===== src/rtl/alu_arbiter.sv =====
// alu_arbiter: shares one combinational 32-bit ALU between two requesters.
// Operands are registered into the ALU; the cleaned result returns on the owner's response port.
module alu_arbiter #(
  parameter logic FAIR = 1'b1
) (
  input  logic        clk,
  input  logic        rst_n,
  input  logic        req0_valid,
  output logic        req0_ready,
  input  logic [31:0] req0_a,
  input  logic [31:0] req0_b,
  input  logic [3:0]  req0_op,
  input  logic        req1_valid,
  output logic        req1_ready,
  input  logic [31:0] req1_a,
  input  logic [31:0] req1_b,
  input  logic [3:0]  req1_op,
  output logic        rsp0_valid,
  input  logic        rsp0_ready,
  output logic [31:0] rsp0_out,
  output logic        rsp0_cond,
  output logic        rsp1_valid,
  input  logic        rsp1_ready,
  output logic [31:0] rsp1_out,
  output logic        rsp1_cond,
  output logic [31:0] alu_a,
  output logic [31:0] alu_b,
  output logic [3:0]  alu_op,
  input  logic [31:0] alu_out,
  input  logic        alu_cond
);

  typedef enum logic [1:0] {
    ST_IDLE = 2'd0,
    ST_EXEC = 2'd1,
    ST_RESP = 2'd2
  } state_t;

  state_t      state_r;
  logic        owner_r;
  logic        last_grant_r;
  logic [31:0] a_r;
  logic [31:0] b_r;
  logic [3:0]  op_r;
  logic [31:0] out0_r;
  logic [31:0] out1_r;
  logic        cond0_r;
  logic        cond1_r;
  logic        rsp0_valid_r;
  logic        rsp1_valid_r;

  logic        grant_s;
  logic        any_valid_s;
  logic        ready0_s;
  logic        ready1_s;
  logic        accept_s;
  logic        rsp_hs_s;
  logic [31:0] acc_a_s;
  logic [31:0] acc_b_s;
  logic [3:0]  acc_op_s;
  logic [32:0] clean_s;

  // Result cleaning by op class: {out, cond}. Arithmetic/logic ops keep out,
  // compares keep cond, the reserved op yields all zeros.
  function automatic logic [32:0] clean_result(input logic [3:0]  op,
                                               input logic [31:0] out,
                                               input logic        cond);
    logic [32:0] res;
    case (op)
      4'b1111: res = 33'd0;
      4'b1110: res = {out, 1'b0};
      default: begin
        if (op[3]) begin
          res = {32'd0, cond};
        end else begin
          res = {out, 1'b0};
        end
      end
    endcase
    return res;
  endfunction

  // Arbitration winner among the currently valid ports.
  always_comb begin
    any_valid_s = req0_valid | req1_valid;
    if (req0_valid && req1_valid) begin
      if (FAIR) begin
        grant_s = ~last_grant_r;
      end else begin
        grant_s = 1'b0;
      end
    end else if (req1_valid) begin
      grant_s = 1'b1;
    end else begin
      grant_s = 1'b0;
    end
  end

  // Request ready: only in IDLE, only to the winner, gated while in reset.
  always_comb begin
    if (rst_n && (state_r == ST_IDLE) && any_valid_s) begin
      ready0_s = ~grant_s & req0_valid;
      ready1_s = grant_s & req1_valid;
    end else begin
      ready0_s = 1'b0;
      ready1_s = 1'b0;
    end
  end

  // Operand selection from the winning port.
  always_comb begin
    if (grant_s) begin
      acc_a_s  = req1_a;
      acc_b_s  = req1_b;
      acc_op_s = req1_op;
    end else begin
      acc_a_s  = req0_a;
      acc_b_s  = req0_b;
      acc_op_s = req0_op;
    end
  end

  // Handshake detection and cleaned ALU result.
  always_comb begin
    accept_s = ready0_s | ready1_s;
    if (owner_r) begin
      rsp_hs_s = rsp1_valid_r & rsp1_ready;
    end else begin
      rsp_hs_s = rsp0_valid_r & rsp0_ready;
    end
    clean_s = clean_result(op_r, alu_out, alu_cond);
  end

  // Sequencer: accept in IDLE, capture in EXEC, wait for the owner's response handshake in RESP.
  always_ff @(posedge clk) begin
    if (!rst_n) begin
      state_r      <= ST_IDLE;
      owner_r      <= 1'b0;
      last_grant_r <= 1'b1;
      a_r          <= 32'd0;
      b_r          <= 32'd0;
      op_r         <= 4'd0;
      out0_r       <= 32'd0;
      out1_r       <= 32'd0;
      cond0_r      <= 1'b0;
      cond1_r      <= 1'b0;
      rsp0_valid_r <= 1'b0;
      rsp1_valid_r <= 1'b0;
    end else begin
      case (state_r)
        ST_IDLE: begin
          if (accept_s) begin
            a_r          <= acc_a_s;
            b_r          <= acc_b_s;
            op_r         <= acc_op_s;
            owner_r      <= grant_s;
            last_grant_r <= grant_s;
            state_r      <= ST_EXEC;
          end
        end
        ST_EXEC: begin
          if (owner_r) begin
            out1_r       <= clean_s[32:1];
            cond1_r      <= clean_s[0];
            rsp1_valid_r <= 1'b1;
          end else begin
            out0_r       <= clean_s[32:1];
            cond0_r      <= clean_s[0];
            rsp0_valid_r <= 1'b1;
          end
          state_r <= ST_RESP;
        end
        ST_RESP: begin
          if (rsp_hs_s) begin
            rsp0_valid_r <= 1'b0;
            rsp1_valid_r <= 1'b0;
            state_r      <= ST_IDLE;
          end
        end
        default: begin
          state_r      <= ST_IDLE;
          rsp0_valid_r <= 1'b0;
          rsp1_valid_r <= 1'b0;
        end
      endcase
    end
  end

  assign req0_ready = ready0_s;
  assign req1_ready = ready1_s;
  assign rsp0_valid = rsp0_valid_r;
  assign rsp1_valid = rsp1_valid_r;
  assign rsp0_out   = out0_r;
  assign rsp1_out   = out1_r;
  assign rsp0_cond  = cond0_r;
  assign rsp1_cond  = cond1_r;
  assign alu_a      = a_r;
  assign alu_b      = b_r;
  assign alu_op     = op_r;

endmodule


===== config.mk =====
export PLATFORM = sky130hd
export DESIGN_NAME = alu_arbiter
export DESIGN_NICKNAME = d
export VERILOG_FILES = /design/src/rtl/alu_arbiter.sv
export SDC_FILE = /design/constraint.sdc
export NUM_CORES = 1
export LEC_CHECK = 0
export BUFFER_PORTS_ARGS = -buffer_cell sky130_fd_sc_hd__buf_2
export CAP_MARGIN = 20
export CORE_UTILIZATION = 41
export DETAILED_ROUTE_END_ITERATION = 8
export HOLD_SLACK_MARGIN = 0.08
export PLACE_DENSITY = 0.88
export SLEW_MARGIN = 30
export SYNTH_ARGS = -nofsm -noshare
export SYNTH_HDL_FRONTEND = slang
export SYNTH_SLANG_ARGS = --single-unit

===== constraint.sdc =====
create_clock -name clk -period 1.4 [get_ports clk]
set_input_delay 0.28 -clock clk [delete_from_list [all_inputs] [get_ports clk]]
set_output_delay 0.28 -clock clk [all_outputs]
set_load 0.05 [all_outputs]

==> metrics.txt, run 1 <==
# TYPE chip_impl_metric gauge
chip_impl_info{name="run_status",value="complete, but fails checks"} 1
chip_impl_info{name="violations_in_the_final_reports",value="negative setup slack"} 1
chip_impl_metric{name="drt_pre_antenna_iters",unit=""} 5
chip_impl_metric{name="synth-seq-cells",unit=""} 140
chip_impl_info{name="clock-root-buffer",value="sky130_fd_sc_hd__clkbuf_16"} 1
chip_impl_metric{name="preCtsSetupSlack",unit="ps"} -129
chip_impl_metric{name="grt_pass1_wl",unit="microns"} 30500
chip_impl_metric{name="vias",unit=""} 6915
chip_impl_metric{name="row_count",unit=""} 43
chip_impl_metric{name="cellPowerDensity",unit="nW/um^2"} 1340
chip_impl_metric{name="detail_route.vias_per_cell",unit=""} 5.56
chip_impl_metric{name="chipHeight",unit="microns"} 123
chip_impl_metric{name="totalPowerFinal",unit="mW"} 12.3
chip_impl_info{name="whs_endpoint",value="alu_b[20]"} 1
chip_impl_metric{name="area.growth.synth_to_final",unit="%"} 54.4
chip_impl_metric{name="vias_in_the_first_global_route",unit=""} 6195
chip_impl_metric{name="wl_per_cell",unit="microns"} 17.1
chip_impl_metric{name="worstPathMaxFanout",unit=""} 3
chip_impl_metric{name="tightest_slew",unit="ps"} 497
chip_impl_metric{name="maxSlewViolCount",unit=""} 0
chip_impl_metric{name="r2r_setup_slack",unit="ps"} -170
chip_impl_metric{name="worst_slew_margin_rel",unit="%"} 66.8
chip_impl_info{name="holdCritPathClass",value="input pin to flop"} 1
chip_impl_metric{name="worstPathRequired",unit="ps"} 1120
chip_impl_metric{name="die_area",unit="sq um"} 15000
chip_impl_metric{name="clock_tree.buffer_depth",unit=""} 2
chip_impl_info{name="synth_commonest_cells",value="205 x sky130_fd_sc_hd__nand2_1, 140 x sky130_fd_sc_hd__dfxtp_1, 137 x sky130_fd_sc_hd__a21oi_1"} 1
chip_impl_metric{name="crit_arrival",unit="ps"} 1480
chip_impl_metric{name="final.hold.worst_slack",unit="ps"} 120
chip_impl_metric{name="postSynth.asyncResetShare",unit="%"} 0
chip_impl_info{name="most_frequent_cell_after_synthesis",value="sky130_fd_sc_hd__nand2_1"} 1
chip_impl_metric{name="global_route.overflow_total",unit=""} 0
chip_impl_metric{name="netlist.area_leader.share",unit="%"} 47.0
chip_impl_metric{name="clock_insertion_delay_worst_skew",unit="ps"} 420
chip_impl_metric{name="postSynthCellCount",unit=""} 726
chip_impl_info{name="synthDominantAreaCellType",value="sky130_fd_sc_hd__dfxtp_1"} 1
chip_impl_metric{name="post-dp-hpwl",unit="microns"} 13500
chip_impl_metric{name="synth_area",unit="sq um"} 5960
chip_impl_metric{name="clock-skew-final",unit="ps"} 10.8
chip_impl_metric{name="cts_buffers",unit=""} 17
chip_impl_metric{name="layout-drive-gt1-share",unit="%"} 44.6
chip_impl_metric{name="drt_wl_total",unit="microns"} 21300
chip_impl_metric{name="finalWorstPathRequiredPeriod",unit="ps"} 1760
chip_impl_metric{name="yosysWarnings",unit=""} 0
chip_impl_info{name="worstSetupEndpointType",value="output pin"} 1
chip_impl_info{name="worstHoldStart",value="req0_b[20]"} 1
chip_impl_metric{name="max_cap_violations",unit=""} 0
chip_impl_metric{name="ys_types",unit=""} 28
chip_impl_metric{name="min_period_over_period",unit="%"} 125
chip_impl_metric{name="start_util",unit="%"} 42.4
chip_impl_metric{name="post-route-util",unit="%"} 65.5
chip_impl_metric{name="drt.antenna.violating_nets",unit=""} 0
chip_impl_info{name="worst_setup_path_start_kind",value="flop"} 1
chip_impl_info{name="grt_setup_unrepaired",value="yes"} 1
chip_impl_metric{name="timing.final.ws_setup",unit="ps"} -355
chip_impl_metric{name="finalNetCount",unit=""} 1222
chip_impl_metric{name="setup-violations-final",unit=""} 72
chip_impl_metric{name="max-vdd-ir-drop",unit="mV"} 0.806
chip_impl_metric{name="io_buffer_count",unit=""} 312
chip_impl_info{name="tritoncts",value="built"} 1
chip_impl_metric{name="clock-sinks",unit=""} 140
chip_impl_metric{name="static-leakage-power",unit="nW"} 4.07
chip_impl_metric{name="cts_max_level",unit=""} 4
chip_impl_metric{name="cts.clk_slew.worst_paths",unit="ps"} 60
chip_impl_metric{name="design.portCount",unit=""} 313
chip_impl_metric{name="drc_errors",unit=""} 0
chip_impl_metric{name="number_of_enable_flip_flop_cells_after_synthesis",unit=""} 0
chip_impl_metric{name="postSynthNetCount",unit=""} 901
chip_impl_info{name="critical-path-slowest-cell",value="sky130_fd_sc_hd__dfxtp_4"} 1
chip_impl_info{name="ys_top_cells_by_area",value="sky130_fd_sc_hd__dfxtp_1 47%, sky130_fd_sc_hd__nand2_1 13%, sky130_fd_sc_hd__a21oi_1 12%"} 1
chip_impl_metric{name="final_hold_viol_count",unit=""} 0
chip_impl_metric{name="hold-path-cell-count",unit=""} 3
chip_impl_metric{name="critPathMaxStageDelay",unit="ps"} 350
chip_impl_info{name="critPathKind",value="flop to output pin"} 1
chip_impl_info{name="timing.rr.start",value="state_r[0]"} 1
chip_impl_metric{name="dr.first_iter.drc_count",unit=""} 318
chip_impl_metric{name="worst-r2r-cell-count",unit=""} 7
chip_impl_metric{name="synth_seq_area_share",unit="%"} 47.0
chip_impl_metric{name="grt_start_max_net_pins",unit=""} 53
chip_impl_info{name="worstReg2RegEnd",value="alu_b[21]"} 1
chip_impl_metric{name="grt_antenna_before_repair",unit=""} 3
chip_impl_metric{name="gpl.final_weighted_congestion",unit=""} 0.840
chip_impl_metric{name="grt_usage",unit="%"} 26.0
chip_impl_info{name="timing.critical_path.cells",value="nor3b_4 > buf_4 > and3_4 > buf_8"} 1
chip_impl_metric{name="floorplan.core_area",unit="sq um"} 14000
chip_impl_metric{name="fill_cells",unit=""} 1123
chip_impl_metric{name="max_freq",unit="MHz"} 570
chip_impl_metric{name="syn_area_per_cell",unit="sq um"} 8.21
chip_impl_metric{name="chipWidth",unit="microns"} 123
chip_impl_info{name="primary_ff_master_synth",value="sky130_fd_sc_hd__dfxtp_1"} 1
## layer usage
| layer | vias up | routed length [microns] | share of wire, % | global-route usage [%] |
|---|---|---|---|---|
| met3 | 46 | 1890 | 8.9 | 7.85 |
| met5 | - | 0 | 0 | 0 |
| met2 | 364 | 10500 | 49 | 44.3 |
| met1 | 3224 | 8400 | 39 | 30.5 |
| met4 | 0 | 472 | 2.2 | 10.1 |
| li1 | 3281 | - | - | - |
## through the flow
stage	std cells	cell area [sq um]	TNS (ps)
2_1_floorplan	726	6030	-708
5_1_grt	1242	9200	-15810
4_1_cts	1222	8730	-5580
3_3_place_gp	1181	7920	-1400
6_report	1243	9200	-10020
3_5_place_dp	1181	7920	-3510
## repair_timing
action / CTS / global route
pin swaps: 4 / 35
setup buffers: 7 / 11
gates cloned: 5 / 8
endpoints found under the setup margin: 83 / 103
hold buffers: 0 / 0
gates resized for setup: 14 / 56
## cells by family (layout without fill, tap and decap cells)
group / count (synthesis) / count (layout) / synth area share [%]
simple gates: 224 / 224 / 15.1
compound gates: 276 / 276 / 31.5
other cells: 0 / 3 / 0
buf+inv: 86 / 420 / 6.39
flops: 140 / 140 / 47.0
## worst max-delay path, delay by kind of cell, from the launching register on
| family | cells | cell delay [ps] |
|---|---|---|
| buffers and inverters | 2 | 290 |
| AND/OR/NAND/NOR | 2 | 410 |
| flip-flops | 1 | 350 |
## power by group
group,switching (mW),internal [mW]
Sequential,0.175,4.29
Clock,1.78,2.62
Combinational,2.24,1.24
Total,4.19,8.15
## registers in the layout, summed over array words and instances (netlist names)
| name | flops |
|---|---|
| owner_r | 1 |
| state_r | 2 |
| alu_b | 32 |
| alu_a | 32 |
| rsp1_valid | 1 |
| last_grant_r | 1 |
| rsp1_cond | 1 |
| alu_op | 4 |
| rsp0_valid | 1 |
| rsp0_out | 32 |
| rsp0_cond | 1 |
| rsp1_out | 32 |
## layout make-up
cell class | instances | area (sq um) | share of cell area [%]
Inverter | 4 | 17.5 | 0.190
Sequential cell | 140 | 2810 | 30.6
Timing Repair Buffer | 384 | 2600 | 28.2
Tap cell | 180 | 225 | 2.45
Clock buffer | 18 | 429 | 4.66
Antenna cell | 3 | 7.51 | 0.0816
Multi-Input combinational cell | 500 | 2960 | 32.2
Clock inverter | 14 | 146 | 1.59
## layout by cell type, fill, tap and decap left out, types with 3 or more instances in the layout
cell                         Yosys  final
sky130_fd_sc_hd__nand4_1         3      3
sky130_fd_sc_hd__buf_2          27    308
sky130_fd_sc_hd__buf_16          0      5
sky130_fd_sc_hd__a21oi_2         0     11
sky130_fd_sc_hd__clkinv_2        0      3
sky130_fd_sc_hd__dfxtp_1       140    134
sky130_fd_sc_hd__clkbuf_16       0     23
sky130_fd_sc_hd__buf_8           0     10
sky130_fd_sc_hd__nor2_1          3      3
sky130_fd_sc_hd__buf_12          0     14
sky130_fd_sc_hd__dfxtp_2         0      5
sky130_fd_sc_hd__clkinvlp_4      0      6
sky130_fd_sc_hd__a311oi_1       58     41
sky130_fd_sc_hd__diode_2         0      3
sky130_fd_sc_hd__buf_4           0     33
sky130_fd_sc_hd__buf_6           3      8
sky130_fd_sc_hd__a311oi_2       10     27
sky130_fd_sc_hd__nand2_1       205    205
sky130_fd_sc_hd__o211ai_1       64     64
sky130_fd_sc_hd__a21oi_1       137    126
## worst max-delay path by stage
| stage | depth (start not counted) | from | slack (ps) | endpoint |
|---|---|---|---|---|
| finish | 4 | state_r[0] | -360 | req0_ready |
| global route | 4 | state_r[1] | -430 | req0_ready |
| CTS | 4 | state_r[0] | -360 | req0_ready |
| detailed placement | 6 | rst_n | -130 | alu_a[2] |
| global placement | 5 | rst_n | -70 | req0_ready |
| floorplan | 6 | state_r[0] | -20 | rsp0_out[10] |
No activity file was read; power rests on OpenSTA's default activity.
==> run 2: changes to the inputs <==
--- a/config.mk
+++ b/config.mk
@@ -7,6 +7,7 @@
 export LEC_CHECK = 0
 export BUFFER_PORTS_ARGS = -buffer_cell sky130_fd_sc_hd__buf_2
 export CAP_MARGIN = 20
+export CORE_ASPECT_RATIO = 0.9
 export CORE_UTILIZATION = 41
 export DETAILED_ROUTE_END_ITERATION = 8
 export HOLD_SLACK_MARGIN = 0.08
==> run 2 against run 1 <==
The run still ends with negative setup slack left. First-iteration DRC count is 31% higher. Largest power group unchanged. Largest cell class is now registers. Maximum frequency is 7.7% higher. Hold slack better by 5.6 ps. Cell count is 0.88% lower. Clock skew is 1.0 ps lower. Core utilization is 3.0 points lower.
==> metrics.txt, run 2 (synthesized netlist as in run 1, its figures left out) <==
# TYPE chip_impl_metric gauge
chip_impl_info{name="run_status",value="complete, but fails checks"} 1
chip_impl_info{name="violations_in_the_final_reports",value="negative setup slack"} 1
chip_impl_metric{name="gpl.final_weighted_congestion",unit=""} 0.846
chip_impl_metric{name="floorplan.core_area",unit="sq um"} 14100
chip_impl_metric{name="min_period_over_period",unit="%"} 116
chip_impl_metric{name="timing.critical_path.buf_inv",unit=""} 1
chip_impl_info{name="final_common_cell",value="sky130_fd_sc_hd__buf_2"} 1
chip_impl_metric{name="stdcell_area",unit="sq um"} 8820
chip_impl_metric{name="vias",unit=""} 6793
chip_impl_metric{name="max-vdd-ir-drop",unit="mV"} 0.817
chip_impl_metric{name="max_cap_violations",unit=""} 0
chip_impl_info{name="critical-path-slowest-cell",value="sky130_fd_sc_hd__dfxtp_4"} 1
chip_impl_metric{name="design.portCount",unit=""} 313
chip_impl_metric{name="max_freq",unit="MHz"} 614
chip_impl_info{name="worst_path_dominant_cell_family",value="simple AND/OR/NAND/NOR gates"} 1
chip_impl_metric{name="grt_antenna_before_repair",unit=""} 2
chip_impl_metric{name="dr.first_iter.drc_count",unit=""} 416
chip_impl_metric{name="crit_arrival",unit="ps"} 1350
chip_impl_info{name="timing.critical_path.cells",value="nor3b_4 > and3_4 > buf_8"} 1
chip_impl_metric{name="fill_cells",unit=""} 1169
chip_impl_metric{name="drt_pre_antenna_iters",unit=""} 5
chip_impl_metric{name="wl_per_cell",unit="microns"} 16.9
chip_impl_metric{name="grt_pass1_wl",unit="microns"} 31200
chip_impl_metric{name="grt_usage",unit="%"} 26.7
chip_impl_metric{name="io_buffer_count",unit=""} 312
chip_impl_metric{name="worstPathRequired",unit="ps"} 1120
chip_impl_metric{name="post-dp-hpwl",unit="microns"} 13700
chip_impl_metric{name="cts_buffers",unit=""} 17
chip_impl_metric{name="timing.final.ws_setup",unit="ps"} -230
chip_impl_metric{name="final_hold_viol_count",unit=""} 0
chip_impl_metric{name="cellPowerDensity",unit="nW/um^2"} 1360
chip_impl_metric{name="drt.antenna.violating_nets",unit=""} 0
chip_impl_metric{name="critPathMaxStageDelay",unit="ps"} 360
chip_impl_info{name="tritoncts",value="built"} 1
chip_impl_metric{name="preCtsSetupSlack",unit="ps"} -146
chip_impl_info{name="clock-root-buffer",value="sky130_fd_sc_hd__clkbuf_16"} 1
chip_impl_metric{name="start_util",unit="%"} 42.2
chip_impl_metric{name="drt_wl_total",unit="microns"} 20800
chip_impl_metric{name="area.growth.synth_to_final",unit="%"} 48.0
chip_impl_metric{name="use_met3",unit="%"} 7.42
chip_impl_metric{name="tightest_slew",unit="ps"} 393
chip_impl_metric{name="cts.clk_slew.worst_paths",unit="ps"} 60
chip_impl_metric{name="finalNetCount",unit=""} 1198
chip_impl_info{name="worstSetupEndpointType",value="output pin"} 1
chip_impl_metric{name="globalRouteMet1Util",unit="%"} 31.2
chip_impl_metric{name="worst_slew_margin_rel",unit="%"} 73.7
chip_impl_metric{name="row_count",unit=""} 41
chip_impl_metric{name="global_route.overflow_total",unit=""} 0
chip_impl_metric{name="chipHeight",unit="microns"} 116
chip_impl_metric{name="drc_errors",unit=""} 0
chip_impl_info{name="critPathKind",value="flop to output pin"} 1
chip_impl_info{name="holdCritPathClass",value="input pin to flop"} 1
chip_impl_metric{name="clock_insertion_delay_worst_skew",unit="ps"} 410
chip_impl_metric{name="vias_in_the_first_global_route",unit=""} 6243
chip_impl_metric{name="final.hold.worst_slack",unit="ps"} 125
chip_impl_metric{name="finalWorstPathRequiredPeriod",unit="ps"} 1630
chip_impl_metric{name="cts_max_level",unit=""} 4
chip_impl_metric{name="worstPathMaxFanout",unit=""} 4
chip_impl_metric{name="detail_route.vias_per_cell",unit=""} 5.51
chip_impl_info{name="grt_most_used_layer",value="met2"} 1
chip_impl_metric{name="instances_no_fill",unit=""} 1232
chip_impl_info{name="worst_setup_path_start_kind",value="flop"} 1
chip_impl_metric{name="maxSlewViolCount",unit=""} 0
chip_impl_metric{name="layout-drive-gt1-share",unit="%"} 40.5
chip_impl_metric{name="setup-violations-final",unit=""} 70
chip_impl_metric{name="die_area",unit="sq um"} 15000
chip_impl_metric{name="clock-skew-final",unit="ps"} 9.71
chip_impl_metric{name="grt_start_max_net_pins",unit=""} 80
chip_impl_metric{name="dp.cells",unit=""} 1185
chip_impl_info{name="grt_setup_unrepaired",value="yes"} 1
chip_impl_metric{name="clock-sinks",unit=""} 140
chip_impl_metric{name="clock_tree.buffer_depth",unit=""} 2
chip_impl_metric{name="detailed_place.area",unit="sq um"} 7910
chip_impl_info{name="mostFrequentLayoutCells",value="308 x sky130_fd_sc_hd__buf_2, 205 x sky130_fd_sc_hd__nand2_1, 137 x sky130_fd_sc_hd__a21oi_1"} 1
chip_impl_metric{name="grt_util_met2",unit="%"} 46.4
chip_impl_metric{name="chipWidth",unit="microns"} 129
chip_impl_metric{name="static-leakage-power",unit="nW"} 3.91
-- run 2: what timing repair did --
action                     CTS  global route
buffers inserted             7             1
hold endpoints to repair     0             0
gates resized for setup     19            10
hold buffers                 0             0
setup endpoints to repair   92           100
cloned                       5             1
pin swaps                    3             7
-- run 2: metrics by stage --
| step | setup TNS (ps) | util (%) | power, mW |
|---|---|---|---|
| after global routing | -13350 | 62.4 | 12.5 |
| after CTS | -10630 | 62.1 | 12.0 |
| final | -7190 | 62.5 | 12.0 |
| after floorplan | -708 | - | 6.58 |
| after global placement | -3920 | 56.1 | 7.46 |
| after detailed placement | -6660 | 56.1 | 7.51 |
-- run 2: layout make-up --
class | count | area [sq um] | area share [%]
diodes | 5 | 12.5 | 0.142
clock inverters | 5 | 58.8 | 0.667
multi-input cells | 500 | 2810 | 31.9
flip-flops and latches | 140 | 2820 | 31.9
well taps | 193 | 241 | 2.74
clock buffers | 25 | 505 | 5.73
inverters | 4 | 17.5 | 0.199
repair buffers | 360 | 2350 | 26.7
-- run 2: final timing paths --
check | start | end | slack [ps] | depth (start not counted)
max | state_r[0] | req0_ready | -230 | 3
min | req0_a[23] | alu_a[23] | 130 | 3
max reg2reg | state_r[0] | alu_a[18] | -190 | 6
min reg2reg | rsp0_out[18] | rsp0_out[18] | 450 | 2
-- run 2: power breakdown --
group	total [mW]	switching (mW)	internal (mW)
clock	4.31	1.65	2.66
sequential	4.47	0.175	4.30
combinational	3.23	2.14	1.09
total	12.0	3.96	8.05
-- run 2: per-layer routing --
metal | wire, microns | vias to the layer above
met4 | 531 | 0
met1 | 8320 | 3193
met5 | 0 | -
met3 | 1760 | 43
li1 | - | 3214
met2 | 10200 | 343
-- run 2: worst reg2reg max path, stage by stage (launching register included) --
cell	delay (ps)
sky130_fd_sc_hd__dfxtp_4	360
sky130_fd_sc_hd__nor3b_4	220
sky130_fd_sc_hd__buf_4	210
sky130_fd_sc_hd__and2_4	210
sky130_fd_sc_hd__buf_12	120
sky130_fd_sc_hd__bufbuf_16	260
sky130_fd_sc_hd__a311oi_1	80
==> run 3: changes to the inputs <==
--- a/config.mk
+++ b/config.mk
@@ -5,13 +5,14 @@
 export SDC_FILE = /design/constraint.sdc
 export NUM_CORES = 1
 export LEC_CHECK = 0
+export ABC_AREA = 1
 export BUFFER_PORTS_ARGS = -buffer_cell sky130_fd_sc_hd__buf_2
 export CAP_MARGIN = 20
-export CORE_ASPECT_RATIO = 0.9
-export CORE_UTILIZATION = 41
+export CORE_AREA = 2 2 122 124
 export DETAILED_ROUTE_END_ITERATION = 8
+export DIE_AREA = 0 0 124 126
 export HOLD_SLACK_MARGIN = 0.08
-export PLACE_DENSITY = 0.88
+export PLACE_DENSITY = 0.86
 export SLEW_MARGIN = 30
 export SYNTH_ARGS = -nofsm -noshare
 export SYNTH_HDL_FRONTEND = slang
==> constraint.sdc (replaced) <==
create_clock -name clk -period 1.75 [get_ports clk]
set_input_delay 0.35 -clock clk [delete_from_list [all_inputs] [get_ports clk]]
set_output_delay 0.35 -clock clk [all_outputs]
set_load 0.05 [all_outputs]
==> run 3 against run 2 <==
Sequential share of layout area grew 2.1 points. Wire length shrank 18%. Critical endpoint is now req1_ready. Die area is 4.1% higher. Highest routed layer is now met5. Non-clock buffer count shrank 32. Clock power shrank 19%. First-iteration DRC count shrank 20%. Largest cell class unchanged. The flow now finishes without violations. Power shrank 20%. Flip-flop and latch count did not move. Critical path depth rose by 1. Clock skew increased by 1.3 ps. Global-route usage fell by 5.6 points. Area after synthesis grew 0.78%.
==> metrics.txt, run 3 <==
# TYPE chip_impl_metric gauge
chip_impl_metric{name="postSynth.asyncResetShare",unit="%"} 0
chip_impl_metric{name="drt_pre_antenna_iters",unit=""} 6
chip_impl_info{name="worstReg2RegEnd",value="alu_a[29]"} 1
chip_impl_info{name="synthDominantAreaCellType",value="sky130_fd_sc_hd__dfxtp_1"} 1
chip_impl_info{name="final_common_cell",value="sky130_fd_sc_hd__buf_2"} 1
chip_impl_info{name="mostFrequentLayoutCells",value="309 x sky130_fd_sc_hd__buf_2, 159 x sky130_fd_sc_hd__o21ai_0, 140 x sky130_fd_sc_hd__nand2_1, 140 x sky130_fd_sc_hd__dfxtp_1, 105 x sky130_fd_sc_hd__a21oi_1"} 1
chip_impl_metric{name="cellPowerDensity",unit="nW/um^2"} 1170
chip_impl_metric{name="stdcell_area",unit="sq um"} 8240
chip_impl_metric{name="post-route-util",unit="%"} 57.6
chip_impl_metric{name="floorplan.core_area",unit="sq um"} 14300
chip_impl_info{name="crit_end",value="req1_ready"} 1
chip_impl_metric{name="detail_route.vias_per_cell",unit=""} 4.85
chip_impl_metric{name="die_area",unit="sq um"} 15600
chip_impl_metric{name="chipWidth",unit="microns"} 124
chip_impl_metric{name="crit_arrival",unit="ps"} 1310
chip_impl_metric{name="worstPathMaxFanout",unit=""} 4
chip_impl_metric{name="static-leakage-power",unit="nW"} 4.52
chip_impl_metric{name="clock-skew-final",unit="ps"} 11.0
chip_impl_metric{name="min_period_over_period",unit="%"} 94.8
chip_impl_metric{name="drc_errors",unit=""} 0
chip_impl_info{name="timing.rr.start",value="last_grant_r"} 1
chip_impl_metric{name="postSynthCellCount",unit=""} 811
chip_impl_metric{name="power.switching_fraction",unit="%"} 34.7
chip_impl_metric{name="tightest_slew",unit="ps"} 580
chip_impl_metric{name="drt.antenna.violating_nets",unit=""} 0
chip_impl_metric{name="chipHeight",unit="microns"} 126
chip_impl_info{name="tritoncts",value="built"} 1
chip_impl_metric{name="design.portCount",unit=""} 313
chip_impl_metric{name="cts_max_level",unit=""} 4
chip_impl_metric{name="syn_area_per_cell",unit="sq um"} 7.40
chip_impl_info{name="worstSetupEndpointType",value="output pin"} 1
chip_impl_metric{name="power_switching",unit="mW"} 3.35
chip_impl_metric{name="grt_antenna_before_repair",unit=""} 3
chip_impl_metric{name="grt_start_max_net_pins",unit=""} 137
chip_impl_metric{name="fill_cells",unit=""} 1284
chip_impl_metric{name="max_freq",unit="MHz"} 603
chip_impl_metric{name="r2r_setup_slack",unit="ps"} 300
chip_impl_metric{name="ys_types",unit=""} 20
chip_impl_metric{name="vias_in_the_first_global_route",unit=""} 5633
chip_impl_metric{name="seq_power_share",unit="%"} 37.8
chip_impl_info{name="synth_commonest_cells",value="159 x sky130_fd_sc_hd__o21ai_0, 140 x sky130_fd_sc_hd__dfxtp_1, 140 x sky130_fd_sc_hd__nand2_1"} 1
chip_impl_metric{name="post-dp-hpwl",unit="microns"} 11900
chip_impl_info{name="run_status",value="finished, final reports clean"} 1
chip_impl_metric{name="vias",unit=""} 6254
chip_impl_metric{name="grt_pass1_wl",unit="microns"} 26200
chip_impl_metric{name="max-vdd-ir-drop",unit="mV"} 0.595
chip_impl_metric{name="cts_buffers",unit=""} 17
chip_impl_metric{name="setup-violations-final",unit=""} 0
chip_impl_metric{name="final_hold_viol_count",unit=""} 0
chip_impl_metric{name="finalWorstPathRequiredPeriod",unit="ps"} 1660
chip_impl_metric{name="clock-sinks",unit=""} 140
chip_impl_metric{name="area.growth.synth_to_final",unit="%"} 37.3
chip_impl_info{name="ys_top_cells_by_area",value="sky130_fd_sc_hd__dfxtp_1 47%, sky130_fd_sc_hd__o21ai_0 13%, sky130_fd_sc_hd__a21oi_1 8.8%"} 1
chip_impl_metric{name="drt_wl_total",unit="microns"} 17000
chip_impl_metric{name="clock_power_share",unit="%"} 36.3
chip_impl_metric{name="netlist.area_leader.share",unit="%"} 46.7
chip_impl_metric{name="worst-r2r-cell-count",unit=""} 8
chip_impl_info{name="primary_ff_master_synth",value="sky130_fd_sc_hd__dfxtp_1"} 1
chip_impl_metric{name="clock_tree.buffer_depth",unit=""} 2
chip_impl_metric{name="worst_slew_margin_rel",unit="%"} 61.3
chip_impl_info{name="holdCritPathClass",value="input pin to flop"} 1
chip_impl_metric{name="cts_hold_buf",unit=""} 0
chip_impl_metric{name="io_buffer_count",unit=""} 312
chip_impl_metric{name="start_util",unit="%"} 41.9
chip_impl_metric{name="clock_insertion_delay_worst_skew",unit="ps"} 420
chip_impl_metric{name="global_route.overflow_total",unit=""} 0
chip_impl_info{name="worst_setup_path_start_kind",value="flop"} 1
chip_impl_metric{name="postSynthNetCount",unit=""} 986
chip_impl_metric{name="number_of_enable_flip_flop_cells_after_synthesis",unit=""} 0
chip_impl_info{name="clock-root-buffer",value="sky130_fd_sc_hd__clkbuf_16"} 1
chip_impl_metric{name="cts.clk_slew.worst_paths",unit="ps"} 60
chip_impl_metric{name="synth-seq-cells",unit=""} 140
chip_impl_metric{name="gpl.final_weighted_congestion",unit=""} 0.861
chip_impl_info{name="critPathKind",value="flop to output pin"} 1
chip_impl_metric{name="wl_per_cell",unit="microns"} 13.2
chip_impl_info{name="grt_setup_unrepaired",value="no"} 1
chip_impl_metric{name="worstPathRequired",unit="ps"} 1400
chip_impl_metric{name="maxSlewViolCount",unit=""} 0
chip_impl_metric{name="max_cap_violations",unit=""} 0
chip_impl_metric{name="detailed_place.area",unit="sq um"} 7650
chip_impl_info{name="cp-startpoint",value="state_r[0]"} 1
chip_impl_metric{name="row_count",unit=""} 44
chip_impl_info{name="most_frequent_cell_after_synthesis",value="sky130_fd_sc_hd__o21ai_0"} 1
chip_impl_metric{name="pwr-share-comb",unit="%"} 25.9
chip_impl_metric{name="synth_seq_area_share",unit="%"} 46.7
chip_impl_metric{name="timing.setup.tns",unit="ps"} 0
chip_impl_metric{name="yosysWarnings",unit=""} 0
chip_impl_metric{name="grt_usage",unit="%"} 21.2
chip_impl_metric{name="finalNetCount",unit=""} 1268
chip_impl_metric{name="synth_area",unit="sq um"} 6000
chip_impl_metric{name="layout-drive-gt1-share",unit="%"} 33.3
chip_impl_metric{name="cellInternalPower",unit="mW"} 6.29
chip_impl_metric{name="dr.first_iter.drc_count",unit=""} 332
==> run 3: cell types whose count changed after synthesis, moves of 33 or more <==
cell,delta
sky130_fd_sc_hd__o21ai_0,+156
sky130_fd_sc_hd__inv_1,+102
sky130_fd_sc_hd__nand2_1,-65
sky130_fd_sc_hd__o211ai_1,-64
sky130_fd_sc_hd__a311oi_1,-58
sky130_fd_sc_hd__nand3_1,+37
sky130_fd_sc_hd__clkbuf_1,-33
==> run 3: cell families after synthesis <==
kind of cell	share of synthesized area [%]
compound gates	27.3
buf+inv	12.9
flops	46.7
simple gates	13.1
==> run 3: area by class of cell <==
cell class                      instances  area [sq um]  share of cell area, %
Clock inverter                         12           139                   1.69
Clock buffer                           19           433                   5.25
Antenna cell                            1          2.50                 0.0304
Sequential cell                       140          2800                   34.0
Multi-Input combinational cell        499          2440                   29.6
Tap cell                              184           230                   2.79
Inverter                              107           402                   4.87
Timing Repair Buffer                  328          1790                   21.7
==> run 3: worst min path at each step <==
stage	startpoint	endpoint	slack, ps	cells after the start
after global placement	rsp0_valid	rsp0_valid	470	2
after detailed placement	rsp0_valid	rsp0_valid	470	2
after floorplan	last_grant_r	last_grant_r	450	2
after CTS	alu_out[21]	rsp1_out[21]	210	3
final	alu_out[21]	rsp1_out[21]	230	3
after global routing	alu_out[21]	rsp1_out[21]	220	3
==> run 3: worst max-delay path, stage by stage, from the launching register on <==
cell,delay [ps]
sky130_fd_sc_hd__dfxtp_1,330
sky130_fd_sc_hd__inv_2,90
sky130_fd_sc_hd__nand3_4,110
sky130_fd_sc_hd__nor2_2,120
sky130_fd_sc_hd__clkbuf_4,240
==> run 3: routing by layer <==
layer / global-route usage [%] / vias up / share of wire [%]
met5: 0 / - / 0.15
met4: 8.79 / 4 / 2.7
met3: 8.56 / 40 / 11
met2: 34.4 / 318 / 46
met1: 24.6 / 2682 / 40
li1: - / 3210 / -
==> run 3: power by group through the flow <==
stage                     sequential [mW]  combinational (mW)  clock (mW)
after floorplan                      4.69               0.836           0
final                                3.64                2.49        3.50
after detailed placement             3.70                2.49           0
after global placement               3.69                2.45           0
after CTS                            3.64                2.49        3.57
after global routing                 3.68                2.69        3.74
==> run 3: through the flow <==
| step | power, mW | cells | hold slack (ps) | setup WS [ps] |
|---|---|---|---|---|
| final | 9.63 | 1290 | 231 | 91.6 |
| after global routing | 10.1 | 1290 | 217 | 0.963 |
| after CTS | 9.71 | 1287 | 210 | 2.37 |
| after global placement | 6.14 | 1256 | 470 | 278 |
| after floorplan | 5.53 | 811 | 450 | 168 |
| after detailed placement | 6.19 | 1256 | 475 | 229 |
==> run 3: repair_timing <==
| item | in CTS | in global routing |
|---|---|---|
| pin swaps | 0 | 1 |
| gates cloned | 0 | 0 |
| gates resized for setup | 1 | 1 |
| setup buffers | 0 | 2 |
| endpoints found under the setup margin | 1 | 2 |
